--- src/rtl/pbox_decrypt_core_pkg.sv ---
// -----------------------------------------------------------------------------
// spn_pkg
// Shared definitions for the 32-bit permutation cipher:
//   ROUNDS_DEFAULT - default round count for encryptor/decryptor cores
//   INV_PBOX       - inverse P-box, Pinv(x)[j] = x[INV_PBOX[j]]
//   FWD_PBOX       - forward P-box, P(y)[i]   = y[FWD_PBOX[i]]
//   fsm_e          - control FSM encoding shared by the cipher cores
//   rotl32         - 32-bit rotate-left used for round-key derivation
// -----------------------------------------------------------------------------
package spn_pkg;

   localparam int ROUNDS_DEFAULT = 8;

   localparam int unsigned INV_PBOX [32] = '{
      11, 17,  5, 27, 25, 10, 20,  0, 13, 21,  3, 28, 29,  7, 18, 24,
      31, 22, 12,  6, 26,  2, 16,  8, 14, 30,  4, 19,  1,  9, 15, 23
   };

   // Inverse mapping of INV_PBOX, so that INV_PBOX[FWD_PBOX[i]] == i.
   localparam int unsigned FWD_PBOX [32] = '{
       7, 28, 21, 10, 26,  2, 19, 13, 23, 29,  5,  0, 18,  8, 24, 30,
      22,  1, 14, 27,  6,  9, 17, 31, 15,  4, 20,  3, 11, 12, 25, 16
   };

   typedef enum logic [1:0] {
      ST_IDLE = 2'd0,
      ST_RUN  = 2'd1,
      ST_DONE = 2'd2
   } fsm_e;

   // A right shift by 32 yields zero, so r == 0 returns x unchanged.
   function automatic logic [31:0] rotl32(input logic [31:0] x, input logic [4:0] r);
      return (x << r) | (x >> (6'd32 - {1'b0, r}));
   endfunction

endpackage

--- src/rtl/pbox_decrypt_core_if.sv ---
// -----------------------------------------------------------------------------
// pbox_decrypt_core_if
// Valid/ready bus for the decryptor: ciphertext+key in, plaintext out.
//   in_valid/in_ready/in_data/in_key    - input handshake (producer -> core)
//   out_valid/out_ready/out_data        - output handshake (core -> consumer)
// master: producer/consumer side; slave: the core.
// -----------------------------------------------------------------------------
interface pbox_decrypt_core_if;
   logic        in_valid;
   logic        in_ready;
   logic [31:0] in_data;
   logic [31:0] in_key;
   logic        out_valid;
   logic        out_ready;
   logic [31:0] out_data;

   modport master (
      output in_valid, in_data, in_key, out_ready,
      input  in_ready, out_valid, out_data
   );

   modport slave (
      input  in_valid, in_data, in_key, out_ready,
      output in_ready, out_valid, out_data
   );
endinterface

--- src/rtl/pbox_decrypt_core_inv_pbox.sv ---
// -----------------------------------------------------------------------------
// inv_pbox
// Purely combinational inverse P-box wiring.
//   x_i - 32-bit input word
//   y_o - Pinv(x_i), y_o[j] = x_i[INV_PBOX[j]]
// -----------------------------------------------------------------------------
module inv_pbox
   import spn_pkg::*;
(
   input  logic [31:0] x_i,
   output logic [31:0] y_o
);

   for (genvar j = 0; j < 32; j++) begin : g_bit
      localparam logic [4:0] SRC = 5'(INV_PBOX[j]);
      assign y_o[j] = x_i[SRC];
   end

endmodule

--- src/rtl/pbox_decrypt_core.sv ---
// -----------------------------------------------------------------------------
// pbox_decrypt_core
// Iterative decryptor: one round s = Pinv(s ^ rotl(key, r)) per clock,
// r counting down from ROUNDS-1 to 0.
//   clk   - clock, rising edge
//   rst_n - asynchronous active-low reset
//   bus   - slave side of pbox_decrypt_core_if (input/output handshakes)
//   busy  - high while a word is being decrypted or waiting to be taken
// -----------------------------------------------------------------------------
module pbox_decrypt_core
   import spn_pkg::*;
#(
   parameter int ROUNDS = ROUNDS_DEFAULT
)(
   input  logic                  clk,
   input  logic                  rst_n,
   pbox_decrypt_core_if.slave    bus,
   output logic                  busy
);

   localparam int RW = (ROUNDS > 1) ? $clog2(ROUNDS) : 1;

   fsm_e          fsm_q;
   logic [31:0]   state_q;
   logic [31:0]   key_q;
   logic [RW-1:0] round_q;
   logic          in_ready_q;
   logic          out_valid_q;
   logic          busy_q;

   logic [31:0]   mix;
   logic [31:0]   state_d;

   assign mix = state_q ^ rotl32(key_q, 5'(round_q));

   inv_pbox u_inv_pbox (
      .x_i (mix),
      .y_o (state_d)
   );

   // Handshake flags are registered alongside the state, so they change
   // only on a clock edge and never depend combinationally on inputs.
   always_ff @(posedge clk or negedge rst_n) begin
      if (!rst_n) begin
         fsm_q       <= ST_IDLE;
         state_q     <= '0;
         key_q       <= '0;
         round_q     <= '0;
         in_ready_q  <= 1'b1;
         out_valid_q <= 1'b0;
         busy_q      <= 1'b0;
      end else begin
         case (fsm_q)
            ST_IDLE: begin
               if (bus.in_valid) begin
                  state_q    <= bus.in_data;
                  key_q      <= bus.in_key;
                  round_q    <= RW'(ROUNDS - 1);
                  fsm_q      <= ST_RUN;
                  in_ready_q <= 1'b0;
                  busy_q     <= 1'b1;
               end
            end
            ST_RUN: begin
               state_q <= state_d;
               if (round_q == '0) begin
                  fsm_q       <= ST_DONE;
                  out_valid_q <= 1'b1;
               end else begin
                  round_q <= round_q - 1'b1;
               end
            end
            ST_DONE: begin
               if (bus.out_ready) begin
                  fsm_q       <= ST_IDLE;
                  out_valid_q <= 1'b0;
                  in_ready_q  <= 1'b1;
                  busy_q      <= 1'b0;
               end
            end
            default: begin
               fsm_q       <= ST_IDLE;
               in_ready_q  <= 1'b1;
               out_valid_q <= 1'b0;
               busy_q      <= 1'b0;
            end
         endcase
      end
   end

   assign bus.in_ready  = in_ready_q;
   assign bus.out_valid = out_valid_q;
   // Intermediate round values stay hidden; only a finished word is visible.
   assign bus.out_data  = out_valid_q ? state_q : 32'h0;
   assign busy          = busy_q;

endmodule

--- src/flat_wrapper.sv ---
// flat-port wrapper written by rule: the top's interface ports become plain ports
module pbox_decrypt_core_flat import spn_pkg::*;
#(
   parameter int ROUNDS = ROUNDS_DEFAULT
)
  (clk, rst_n, busy, bus_in_valid, bus_in_data, bus_in_key, bus_out_ready, bus_in_ready, bus_out_valid, bus_out_data);
  pbox_decrypt_core_if bus_i ();
  input  logic clk;
  input  logic rst_n;
  output logic busy;
  input wire logic [$bits(bus_i.in_valid)-1:0] bus_in_valid;
  input wire logic [$bits(bus_i.in_data)-1:0] bus_in_data;
  input wire logic [$bits(bus_i.in_key)-1:0] bus_in_key;
  input wire logic [$bits(bus_i.out_ready)-1:0] bus_out_ready;
  output wire logic [$bits(bus_i.in_ready)-1:0] bus_in_ready;
  output wire logic [$bits(bus_i.out_valid)-1:0] bus_out_valid;
  output wire logic [$bits(bus_i.out_data)-1:0] bus_out_data;
  assign bus_i.in_valid = bus_in_valid;
  assign bus_i.in_data = bus_in_data;
  assign bus_i.in_key = bus_in_key;
  assign bus_i.out_ready = bus_out_ready;
  assign bus_in_ready = bus_i.in_ready;
  assign bus_out_valid = bus_i.out_valid;
  assign bus_out_data = bus_i.out_data;
  pbox_decrypt_core #(.ROUNDS(ROUNDS)) u_core (.clk(clk), .rst_n(rst_n), .bus(bus_i), .busy(busy));
endmodule
--- config.mk ---
export PLATFORM = sky130hd
export DESIGN_NAME = pbox_decrypt_core_flat
export DESIGN_NICKNAME = d
export VERILOG_FILES = /design/src/rtl/pbox_decrypt_core_pkg.sv /design/src/rtl/pbox_decrypt_core_if.sv /design/src/rtl/pbox_decrypt_core_inv_pbox.sv /design/src/rtl/pbox_decrypt_core.sv /design/src/flat_wrapper.sv
export SDC_FILE = /design/constraint.sdc
export NUM_CORES = 1
export LEC_CHECK = 0
export ABC_AREA = 1
export CAP_MARGIN = 20
export CORE_MARGIN = 10
export CORE_UTILIZATION = 40
export CTS_CLUSTER_SIZE = 12
export DETAILED_ROUTE_END_ITERATION = 16
export PLACE_DENSITY_LB_ADDON = 0.1
export SYNTH_ARGS = -nofsm -noshare
export SYNTH_HDL_FRONTEND = slang
export SYNTH_SLANG_ARGS = --single-unit
--- constraint.sdc ---
create_clock -name clk -period 5.6 [get_ports clk]
set_clock_uncertainty 0.05 [all_clocks]
set_input_delay 1.68 -clock clk [delete_from_list [all_inputs] [get_ports clk]]
set_output_delay 1.68 -clock clk [all_outputs]
set_load 0.02 [all_outputs]
# Word level (Yosys, flattened, before mapping)
# Cells that the tools add are included.
# word_totals
word_cells,48
in_bits,68
regBits,72
output_inout_bits,35
# classes
n_mux,18
bitwise_logic,4
add_sub_neg,2
shift,2
n_reduce_logical,9
eq_ne,6
# op_table
operator,n
32-bit two-way mux,2
32-bit case mux with 2 select lines,1
32-bit OR,1
32-bit by 3-bit << shifter with 32-bit output,1
32-bit by 6-bit right shift with 32-bit output,1
32-bit bitwise XOR,1
3-bit AND reduction,4
1-bit case mux with 3 select lines,3
2-bit two-way mux,3
3-bit two-way mux,2
2-bit inequality test (second input constant),3
2-bit case mux with 3 select lines,1
3-bit case mux with 2 select lines,1
6-bit by 3-bit subtractor with 6-bit output (first input constant),1
1-bit two-way mux,5
2-bit AND reduction,2
3-bit logical NOT,1
3-bit by 1-bit subtractor with 3-bit output (second input constant),1
2-bit by 1-bit equality test with 1-bit output (second input constant),1
2-bit equality test (second input constant),1
2-bit logical NOT,1
2-bit by 1-bit inequality test with 1-bit output (second input constant),1
1-bit NOT,2
2-bit nonzero test,1

# Logic depth before layout (Yosys ltp)
# Gate-level depths: netlist of the first run.
# depth
ltp_word,5
mapped_depth,16
mapped_depth_nobuf,12

# Hierarchy
# Synthesis of the first run repeated with hierarchy kept, for this count alone.
# unflattened
cells_unflattened,962
area_unflattened_um2,5870.6
# by_module_without_submodules
module,instances,cells_per_inst,area_per_inst_um2,seq_area_each_um2
pbox_decrypt_core,1,930,5630.4,1803.0
inv_pbox,1,32,240.2,0.0

# Worst setup path after synthesis of the first run
# Ideal clock, no wire load.
# synth_path
kind,register to output
start,"register u_core.out_valid_q, in the netlist u_core.bus.out_valid"
end,output bus_out_data[10]
path_buffers,2
slack_ps,2730
t_required_ps,3870
arrival_ps,1140
path_stages_with_launch,5
path_cell_list,dfrtp_1 > clkbuf_1 > clkbuf_1 > nand2_1 > inv_1
# synth_between
elab_chain_cells,1
# synth_lines
element,line_no,text
from (decl),pbox_decrypt_core.sv:28,logic out_valid_q;
from (signal assigned),pbox_decrypt_core.sv:50,out_valid_q <= 1'b0;
from (signal assigned),pbox_decrypt_core.sv:68,out_valid_q <= 1'b1;
from (signal assigned),pbox_decrypt_core.sv:76,out_valid_q <= 1'b0;
32-bit two-way mux,pbox_decrypt_core.sv:94,assign bus.out_data = out_valid_q ? state_q : 32'h0;
to (decl),flat_wrapper.sv:17,output wire logic [$bits(bus_i.out_data)-1:0] bus_out_data;
# No other way between the ends.

# Worst setup path after layout of the first run
# layout_path
start,"register u_core.out_valid_q, in the netlist u_core.bus.out_valid"
end,output bus_out_data[6]
# The elaborated chain is that of the path after synthesis.

==> run summary, run 1 <==
result of the run = completed
worst max-slew margin expressed relative to the limit = 36.2%
minimum setup slack among reg-to-reg paths = 2.54 ns
Die X-Extent = 142 um
core area = 14500 um^2
Cell variety after synth = 37
number of cells on the worst hold path = 2
count of state elements after synthesis = 72
wire length after detailed routing = 19.8 mm
cell type with the highest aggregate area in the netlist = dfrtp_1
placer's final routability congestion estimate = 0.921
root buf cell = clkbuf_16
HPWL Detailed = 14.8 mm
Initial Utilization = 40.8%
max cap viols = 0
number of hold buffers added after CTS = 0
post-cts sizing count = 0
Fill cells = 1550
critical setup path kind = register to output pin
maximum operating frequency = 0.267 GHz
number of buffers inserted during clock tree synthesis = 9
Worst Hold Class = register to register
post-route setup TNS = 0 ns
Pins Over Slew Limit = 0
largest fanout on the critical path = 21
Mapped Nets = 1078
hold endpoint = u_core.bus.in_ready
row cnt = 44
actual transition at the worst max-transition pin = 0.957 ns
worst min-delay path startpoint = u_core.bus.in_ready
Vias per Instance = 5.10
yosys warns = 0
post-route ant nets = 0
pin count of the biggest net entering global routing = 73
wire length of the first global-routing pass = 31.8 mm
initial DRC count = 546
Top Ports = 103
depth of the worst register-to-register path = 11
initial antenna violation count = 0
share of post-route cells with drive strength above 1 = 4.36%
routed via count = 6434
post-detailed-route wirelength per cell = 15.7 um
Reg2Reg Capture Point = u_core.state_q[2]
top cells by area, synth = dfrtp_1 (30%), nand2_1 (27%), nand3_1 (12%), nor2_1 (5.8%), inv_1 (5.1%)
synthesized area per cell = 5.86 um^2
post-detailed-route DRC marker count = 0
worst-case clock buffer depth = 2
post-synthesis sequential area ratio = 30.5%
GRT Residual Overflow = 0
setup bufs post-CTS = 0
number of hold violations in the final report = 0
clock tree from TritonCTS = done
Clock Sink Count = 72
final critical-path required period = 3.75 ns
part of the cycle the worst path needs = 66.9%
total global-route track usage = 19.7%
startpoint type of the worst setup path = register
Clock H-tree levels = 3
top-area cell type share of the netlist area = 30.1%
required time at the worst-slack endpoint = 3.87 ns
launch instance of the worst register-to-register path = u_core.round_q[0]
netlist area before placement = 5910 um^2
# diodes = 0
total of endpoints with negative setup slack in the final report = 0
vias in the first global route = 6046
vertical die dimension = 142 um
sort of element at the end of the critical path = output pin
count of port buffers added during placement = 102
Area Overhead vs Synth = 22.8%
unrepaired setup endpoints after global routing = false
number of nets at the end of the flow = 1142
clock input transition at the sequential cells of the worst setup and hold paths = 0.06 ns
Pre-antenna DRT Iters = 7
area of the die = 20000 um^2
instance count of the mapped netlist = 1008
endpoint arrival time on the critical path = 2.02 ns
clock latency on the worst-skew pair = 0.35 ns
-- per-stage QoR --
stage          worst slack, ns  instances  area (um^2)  hold slack, ns  util (%)
6_report                  1.85       1261         7250           0.450      50.1
5_1_grt                   1.77       1261         7250           0.474      50.1
4_1_cts                   1.82       1261         7250           0.454      50.1
3_5_place_dp              1.78       1245         6940           0.441      47.9
3_3_place_gp              1.82       1244         6910           0.443      47.7
2_1_floorplan             2.73       1008         5910           0.420         -
-- critical path, cell delays in order, from the launching register on --
cell and delay, ns:
dfrtp_1 0.68, buf_16 0.22, nand2_1 0.09, inv_1 0.05, clkdlybuf4s50_1 0.60
-- flip-flops by register name, summed over array words and instances (netlist names) --
signal / count
u_core.key_q: 32
u_core.state_q: 32
u_core.round_q: 3
u_core.fsm_q: 2
u_core.bus.in_ready: 1
u_core.bus.out_valid: 1
u_core.busy: 1
-- how the worst max path moves through the flow --
stage,slack (ns),start,cells past startpoint,endpoint
3_3_place_gp,1.82,u_core.bus.out_valid,3,bus_out_data[6]
2_1_floorplan,2.73,u_core.bus.out_valid,4,bus_out_data[10]
4_1_cts,1.82,u_core.bus.out_valid,4,bus_out_data[6]
6_report,1.85,u_core.bus.out_valid,4,bus_out_data[6]
5_1_grt,1.77,u_core.bus.out_valid,4,bus_out_data[12]
3_5_place_dp,1.78,bus_in_valid,8,u_core.state_q[25]
-- cell families after synthesis --
group | after synthesis | synth area share (%)
AND/OR/NAND/NOR | 682 | 47.8
buffers and inverters | 146 | 10.9
AO/OA/AOI/OAI | 102 | 9.74
flip-flops | 72 | 30.5
multiplexers | 4 | 0.678
adder cells (fa/ha/maj) | 2 | 0.423
-- cell type report --
class	instances	area, um^2	share of cell area [%]
Tap cell	184	230	3.17
Clock buffer	13	250	3.45
Clock inverter	3	65.1	0.897
Sequential cell	72	1800	24.9
Multi-Input combinational cell	790	3460	47.8
Timing Repair Buffer	111	1110	15.2
Inverter	88	335	4.62
-- routing by layer --
metal,wire (um),global-route usage (%),part of all wire [%],vias to the layer above
li1,-,-,-,3310
met1,9200,25.6,47,2904
met2,8880,30.7,45,178
met3,1010,4.34,5.1,42
met4,671,8.45,3.4,0
met5,0,0,0,-
-- cells in the mapped netlist --
cell type and count:
nand2_1 425, inv_4 2, nor2_4 1, mux2i_1 4
nand3_4 1, nand4_1 7, nor3_1 3, o211ai_1 7
or2_1 2, ha_1 2, nand3b_1 2, nor2_1 92
nand3_2 1, or2_2 1, dfstp_2 1, dfrtp_1 71
o21ai_1 28, clkbuf_1 22, o22ai_1 3, clkinv_1 1
nand3_1 138, o21ai_0 43, buf_4 6, nand2_2 4
a21oi_2 1, buf_1 7, o21a_1 2, and2_1 4
inv_2 5, buf_6 6, buf_2 17, nand2_4 1
o211ai_2 2, o21ai_2 4, o21bai_1 2, inv_1 80
a21oi_1 10
-- cell usage in the layout, fill, tap and decap left out, types with 3 or more instances in the layout --
cell and n:
o21ai_1 28, o21ai_2 4, clkdlybuf4s50_1 101, inv_1 80, nand4_1 7, clkbuf_16 9
buf_4 9, inv_2 5, mux2i_1 4, dfrtp_1 71, a21oi_1 10, nand3_1 138
nand2_2 4, o22ai_1 3, o211ai_1 7, nand2_1 425, nor3_1 3, and2_1 4
clkbuf_1 3, o21ai_0 43, nor2_1 92
Power of run 1 is left out: the tool's default activity adds up to more than one toggle a clock period on the data nets, which glitch-free logic cannot reach.
==> run 2, diff against run 1 <==
clock period = 3.8 ns   (was 5.6 ns; I/O delays follow)
==> run 2 against run 1 <==
  * Global-route usage rose by 0.25 points
  * Die area unchanged
  * Sequential share of layout area down 0.25 points
  * Worst setup slack worse by 1.2 ns
  * Critical path type unchanged
==> run summary, run 2 (same netlist as run 1, synthesis figures left out) <==
critical setup path kind = register to output pin
number of hold buffers added after CTS = 0
core area = 14500 um^2
initial antenna violation count = 0
startpoint type of the worst setup path = register
number of buffer and inverter instances along the worst setup path = 3
worst max-slew margin expressed relative to the limit = 37.6%
share of post-route cells with drive strength above 1 = 5.26%
length of routed wiring on met1 = 8.90 mm
Area after DPL = 6970 um^2
top library cells by usage in the layout, fill and taps aside = nand2_1 (425), nand3_1 (138), clkdlybuf4s50_1 (101)
vertical die dimension = 142 um
endpoint arrival time on the critical path = 1.95 ns
number of nets at the end of the flow = 1149
placer's final routability congestion estimate = 0.924
Clock H-tree levels = 3
root buf cell = clkbuf_16
Pins Over Slew Limit = 0
total of endpoints with negative setup slack in the final report = 0
area of the die = 20000 um^2
Clock Sink Count = 72
# diodes = 0
library cell contributing the largest single delay on the critical path = clkdlybuf4s50_1
worst-case clock buffer depth = 2
Initial Utilization = 40.8%
HPWL Detailed = 15.0 mm
part of the cycle the worst path needs = 82.7%
largest registers = u_core.key_q (32), u_core.state_q (32), u_core.round_q (3)
maximum operating frequency = 0.318 GHz
Post-Layout Inst Area = 7330 um^2
Top Ports = 103
routed length on met3 = 1.09 mm
count of port buffers added during placement = 102
Pre-antenna DRT Iters = 5
most frequent standard cell in the layout excluding fill and tap cells = nand2_1
largest fanout on the critical path = 27
top layer in use = met4
sort of element at the end of the critical path = output pin
setup bufs post-CTS = 0
total global-route track usage = 19.9%
Met2 Routed Length = 9.21 mm
Die X-Extent = 142 um
wire length after detailed routing = 19.7 mm
post-route ant nets = 0
row cnt = 44
clock latency on the worst-skew pair = 0.35 ns
pin count of the biggest net entering global routing = 73
CP top delay family = buffers and inverters
Worst Hold Class = register to register
number of buffers inserted during clock tree synthesis = 9
wire length of the first global-routing pass = 32.3 mm
required time at the worst-slack endpoint = 2.61 ns
Max stage delay on crit path = 0.60 ns
unrepaired setup endpoints after global routing = false
initial DRC count = 575
clock tree from TritonCTS = done
Vias per Instance = 5.13
result of the run = completed
post-detailed-route DRC marker count = 0
number of hold violations in the final report = 0
post-detailed-route wirelength per cell = 15.6 um
vias in the first global route = 6265
post-route setup TNS = 0 ns
actual transition at the worst max-transition pin = 0.936 ns
max cap viols = 0
cells along the critical path = buf_4, nand2_1, inv_1, clkdlybuf4s50_1
Area Overhead vs Synth = 24.0%
clock input transition at the sequential cells of the worst setup and hold paths = 0.06 ns
final critical-path required period = 3.14 ns
routed via count = 6504
GRT Residual Overflow = 0
post-cts sizing count = 0
-- run 2: layout make-up --
type | instances | area (um^2)
well taps | 184 | 230
fillers | 1564 | 7150
clock buffers | 11 | 253
inverters | 88 | 335
multi-input cells | 790 | 3460
repair buffers | 118 | 1140
flip-flops and latches | 72 | 1800
clock inverters | 5 | 103
-- run 2: worst min-delay path: cells and delay by family, from the launching register on --
family	cells	cell delay, ns
flip-flops	1	0.37
AND/OR/NAND/NOR	2	0.13
-- run 2: stage by stage --
stage	hold WS (ns)	instances	worst slack (ns)	utilization (%)
2_1_floorplan	0.420	1008	1.47	-
3_3_place_gp	0.446	1252	0.881	48.2
3_5_place_dp	0.439	1252	0.847	48.2
4_1_cts	0.453	1268	0.636	50.6
5_1_grt	0.474	1268	0.505	50.6
6_report	0.449	1268	0.656	50.6
-- run 2: layer usage --
metal	track usage, %	vias to the layer above
li1	-	3331
met5	0	-
met2	32.2	185
met4	7.85	0
met3	4.21	30
met1	25.4	2958
-- run 2: path summary, 6_finish.rpt --
check	to	startpoint	slack [ns]	depth (start not counted)
hold reg to reg	u_core.bus.in_ready	u_core.bus.in_ready	0.45	2
hold / removal	u_core.bus.in_ready	u_core.bus.in_ready	0.45	2
setup / recovery	bus_out_data[3]	u_core.bus.out_valid	0.66	4
max in group asynchronous	u_core.round_q[2]	rst_n	2.20	1
setup reg to reg	u_core.state_q[21]	u_core.round_q[0]	1.04	13
min in group asynchronous	u_core.key_q[11]	rst_n	0.89	1
Power of run 2 is left out for the same reason.
==> run 3, diff against run 2 <==
clock period = 3.05 ns   (was 3.8 ns; I/O delays follow)
==> run 3 against run 2 <==
  * Sequential share of layout area grew 0.13 points
  * Cell area shrank 0.53%
  * First-iteration DRC count grew 6.4%
  * Cell count grew 0.16%
  * Critical endpoint is now bus_out_data[0]
==> run summary, run 3 (same netlist as run 1, synthesis figures left out) <==
depth of the worst register-to-register path = 11
CP top delay family = buffers and inverters
HPWL Detailed = 15.1 mm
number of hold buffers added after CTS = 0
number of cells on the worst hold path = 2
number of buffer and inverter instances along the worst setup path = 3
number of nets at the end of the flow = 1151
root buf cell = clkbuf_16
vias in the first global route = 6147
part of the cycle the worst path needs = 95.1%
required time at the worst-slack endpoint = 2.08 ns
Pre-antenna DRT Iters = 5
vertical die dimension = 142 um
Area Overhead vs Synth = 23.3%
library cell contributing the largest single delay on the critical path = clkdlybuf4s50_1
final critical-path required period = 2.90 ns
setup bufs post-CTS = 0
row cnt = 44
worst min-delay path startpoint = u_core.state_q[9]
post-detailed-route wirelength per cell = 15.6 um
Max stage delay on crit path = 0.59 ns
Post-Route Hold Slack = 0.457 ns
maximum operating frequency = 0.345 GHz
startpoint type of the worst setup path = register
top library cells by usage in the layout, fill and taps aside = nand2_1 (425), nand3_1 (138), clkdlybuf4s50_1 (101)
post-route setup TNS = 0 ns
most frequent standard cell in the layout excluding fill and tap cells = nand2_1
number of buffers inserted during clock tree synthesis = 9
max cap viols = 0
critical setup path kind = register to output pin
launch instance of the worst register-to-register path = u_core.round_q[0]
endpoint arrival time on the critical path = 1.94 ns
share of post-route cells with drive strength above 1 = 5.34%
minimum setup slack among reg-to-reg paths = 0.51 ns
Top Ports = 103
worst max-slew margin expressed relative to the limit = 37.4%
Fill cells = 1572
Die X-Extent = 142 um
post-cts sizing count = 0
clock latency on the worst-skew pair = 0.35 ns
Clock Sink Count = 72
result of the run = completed
total global-route track usage = 19.9%
count of port buffers added during placement = 102
# diodes = 0
wire length after detailed routing = 19.8 mm
number of hold violations in the final report = 0
core area = 14500 um^2
wire length of the first global-routing pass = 32.3 mm
count of non-filler cells in the finished layout = 1270
post-detailed-route DRC marker count = 0
area of the die = 20000 um^2
sort of element at the end of the critical path = output pin
Clock H-tree levels = 3
Vias per Instance = 5.10
total of endpoints with negative setup slack in the final report = 0
post-route ant nets = 0
placer's final routability congestion estimate = 0.911
Pins Over Slew Limit = 0
Worst Hold Class = register to register
number of placed instances with taps included = 1254
worst-case clock buffer depth = 2
initial antenna violation count = 0
Reg2Reg Capture Point = u_core.state_q[8]
clock input transition at the sequential cells of the worst setup and hold paths = 0.06 ns
initial DRC count = 612
clock tree from TritonCTS = done
largest fanout on the critical path = 27
Initial Utilization = 40.8%
unrepaired setup endpoints after global routing = false
largest registers = u_core.key_q (32), u_core.state_q (32), u_core.round_q (3)
Stages on worst setup path = 4
hold endpoint = u_core.state_q[9]
cells along the critical path = buf_4, nand2_1, inv_1, clkdlybuf4s50_1
actual transition at the worst max-transition pin = 0.939 ns
routed via count = 6473
pin count of the biggest net entering global routing = 73
GRT Residual Overflow = 0
-- run 3: worst min-delay path: stages (launching register included) --
cell and delay [ns]:
dfrtp_1 0.37, nand2_1 0.06, nand2_1 0.05
-- run 3: final cells by class --
class                           count  area, um^2  share of cell area [%]
Clock buffer                       10         229                    3.14
Tap cell                          184         230                    3.16
Multi-Input combinational cell    790        3460                    47.5
Sequential cell                    72        1800                    24.7
Inverter                           88         335                    4.60
Clock inverter                      6        60.1                   0.824
Timing Repair Buffer              120        1170                    16.0
-- run 3: metal layers --
metal	global-route usage [%]	wire, um	share of wire (%)	vias up
met5	0	0	0	-
met4	5.54	404	2.0	0
met3	4.44	1060	5.4	28
met2	32.5	9330	47	178
met1	25.6	8980	45	2939
li1	-	-	-	3328
-- run 3: stage by stage --
stage | area [um^2] | util (%) | worst slack (ns)
6_report | 7290 | 50.3 | 0.149
5_1_grt | 7290 | 50.3 | 0.00380
4_1_cts | 7290 | 50.3 | 0.128
3_5_place_dp | 7000 | 48.3 | 0.514
3_3_place_gp | 7000 | 48.3 | 0.534
2_1_floorplan | 5910 | - | 0.806
-- run 3: worst max-delay path by stage --
stage                              start                 end  slack, ns
floorplan              u_core.round_q[0]  u_core.state_q[10]       0.81
global placement    u_core.bus.out_valid     bus_out_data[8]       0.53
detailed placement  u_core.bus.out_valid    bus_out_data[21]       0.51
CTS                 u_core.bus.out_valid    bus_out_data[21]       0.13
finish              u_core.bus.out_valid     bus_out_data[0]       0.15
global route        u_core.bus.out_valid     bus_out_data[0]      0.004
Power of run 3 is left out for the same reason.
==> RTL edit: new RTL, flow settings as in run 3 <==
Make the reset (`rst_n`) synchronous in one clocked block. Comments in the files are not updated.
--- a/src/rtl/pbox_decrypt_core.sv
+++ b/src/rtl/pbox_decrypt_core.sv
@@ -42,3 +42,3 @@
    // only on a clock edge and never depend combinationally on inputs.
-   always_ff @(posedge clk or negedge rst_n) begin
+   always_ff @(posedge clk) begin
       if (!rst_n) begin
Formal check against the unedited RTL: differs if rst_n is asserted again (counterexample within 4 cycles, from zero or initial values and one cycle with rst_n low); with rst_n held inactive, the same outputs for 10 cycles.
==> RTL edit against run 3 <==
  * Via count increased by 0.99%
  * Worst hold slack got worse by 46 ps
  * Sequential cell count unchanged
  * Non-clock buffer count decreased by 2
  * Worst setup slack improved by 160 ps
  * Core utilization increased by 0.37 points
  * Cell count increased by 0.16%
  * Routed wire length decreased by 1.5%
  * Sequential share of layout area decreased by 4.2 points
  * Design area decreased by 3.8%
  * First-iteration DRC count decreased by 29%
  * Area after synthesis decreased by 4.6%
==> RTL edit: results (changes against run 3) <==
Cells and area
The net count of the finished layout was 1157 (+0.52%). The largest registers in the layout are u_core.key_q (32), u_core.state_q (32), u_core.round_q (3). The fill cell instance count of the final layout is 1541 (-2.0%).

The final antenna diode count was 0 (unchanged). The layout cell share with drive strength beyond 1 was 4.40% (-0.95 points).

Setup path
The worst flop-to-flop path startpoint is u_core.round_q[0]. The setup slack of the most critical reg-to-reg path came to 410 ps (-100 ps). The worst endpoint data arrival time is 1770 ps (-170 ps). The biggest fanout along the worst timing path is 34 (+26%). The logic depth of the worst register-to-register path is 12 (+1). The reg-to-reg endpoint is u_core.state_q[17].

Global route
The number of global-route vias before repair was 6212 (+1.1%). The initial antenna violation count is 0 (unchanged). The global router's overall resource usage is 20.1% (+0.25 points). The maximum number of pins on one net before global-route repair is 46 (-37%). The global-route wire length before repair is 32.0 mm (-0.68%).

Yosys
The portion of the post-synthesis area used by sequential elements is 25.6% (-4.9 points). The commonest cells after synthesis are sky130_fd_sc_hd__nand2_1 (335), sky130_fd_sc_hd__nand3_1 (158), sky130_fd_sc_hd__nor2_1 (135). The net count of the mapped netlist was 1089 (+1.0%). The number of warning messages in the yosys log came to 0 (unchanged). The fraction of post-synthesis cell area in the top cell type by area is 25.6% (-4.5 points). The distinct cell type count after synthesis is 36 (-2.7%). By area the synthesized netlist is led by sky130_fd_sc_hd__dfxtp_1 (26%), sky130_fd_sc_hd__nand2_1 (22%), sky130_fd_sc_hd__nand3_1 (14%).

The proportion of register bits with asynchronous set or reset after synthesis is 0% (-100 points).

Pwr
The peak supply drop is approximately 0.00038 V. Summed over all cells, the static leakage comes to 3.28 nW.

Detailed routing
The detailed-route via count came to 6537 (+0.99%). The number of design-rule violations left by the first detailed-router iteration came to 435 (-29%). The final routed wirelength across all metal layers was 19.5 mm (-1.5%). The detailed-router iteration count before antenna repair was 5 (unchanged).

Clock network
The number of resized instances in the post-cts repair step was 0 (unchanged). The number of H-tree branching levels was 3 (unchanged). The number of buffers added by the clock tree synthesis step is 9 (unchanged). The number of buffers inserted by hold repair at cts was 0 (unchanged). The maximum buffer depth of the clock tree is 2 (unchanged). The clock latency at the later pin of the worst-skew pair is 350 ps (about the same).

Clock tree synthesis selected as its root buffer the cell sky130_fd_sc_hd__clkbuf_16. The buffers inserted during post-CTS setup optimization was 0 (unchanged). The clock-pin slew of the registers on the worst-case setup and hold paths is 60 ps (about the same).

Placed design
The setup slack after placement was 447 ps (-66.5 ps). The final weighted congestion of routability-driven global placement came to 0.957 (+5.1%). The detailed-placement wirelength estimate is 15.1 mm (+0.28%). The count of buffers inserted at the top-level ports came to 102 (unchanged).

Run status
The flow ran to the end, and the final reports show no timing, DRC or antenna violations.

Hold path
The endpoint of the worst hold-timing path is u_core.busy. The worst hold path cell count is 2 (unchanged). The worst hold path belongs to the class register to register. In this run the most critical hold path is launched from u_core.busy.

STA
The transition time at the pin with the least slew margin came to 540 ps (-398 ps). The worst hold margin is 411 ps (-46.2 ps).
[RTL edit: worst max-delay path by stage]
stage | cells past startpoint | slack (ps) | endpoint | startpoint
final | 4 | 310 | bus_out_data[9] | u_core.bus.out_valid
after global routing | 12 | 90 | u_core.state_q[17] | u_core.round_q[0]
after CTS | 4 | 290 | bus_out_data[9] | u_core.bus.out_valid
after detailed placement | 12 | 450 | u_core.state_q[17] | u_core.round_q[0]
after global placement | 12 | 510 | u_core.state_q[26] | u_core.round_q[0]
after floorplan | 14 | 810 | u_core.state_q[29] | u_core.round_q[0]
[RTL edit: layout make-up]
cell class,instances,area (sq um),area share (%)
Clock buffer,13,250,3.57
Clock inverter,3,65.1,0.928
Inverter,88,335,4.78
Multi-Input combinational cell,798,3540,50.5
Sequential cell,72,1440,20.6
Tap cell,180,225,3.21
Timing Repair Buffer,118,1150,16.5
[RTL edit: cells by family after synthesis]
group           synth area share [%]
simple gates                    49.4
buf+inv                         11.6
compound gates                  12.5
flops                           25.6
mux                            0.355
fa+ha+maj                      0.444
xor+xnor                       0.155
[RTL edit: layer usage]
metal,global-route usage [%],vias up,share of wire [%],routed length [um]
met5,0,-,0,0
met1,24.0,2957,45,8750
met2,34.0,144,48,9260
li1,-,3399,-,-
met4,8.46,0,3.1,610
met3,4.49,37,4.4,862
[RTL edit: stage by stage]
step           std cells  utilization (%)  cell area, sq um
6_report            1272             50.7              7010
5_1_grt             1272             50.7              7010
4_1_cts             1272             50.7              7010
3_5_place_dp        1256             48.4              6700
3_3_place_gp        1256             48.4              6700
2_1_floorplan       1019                -              5640
[RTL edit: report_power, final]
| part | total [mW] | switching, mW | internal (mW) |
|---|---|---|---|
| sequential | 1.18 | 0.121 | 1.06 |
| clock | 1.14 | 0.401 | 0.738 |
| combinational | 2.02 | 1.33 | 0.682 |
| total | 4.34 | 1.86 | 2.48 |
[RTL edit: critical path, stage by stage, from the launching register on]
cell and delay, ps:
sky130_fd_sc_hd__dfxtp_1 310, sky130_fd_sc_hd__buf_4 320, sky130_fd_sc_hd__nand2_1 100, sky130_fd_sc_hd__inv_1 70
sky130_fd_sc_hd__clkdlybuf4s50_1 600
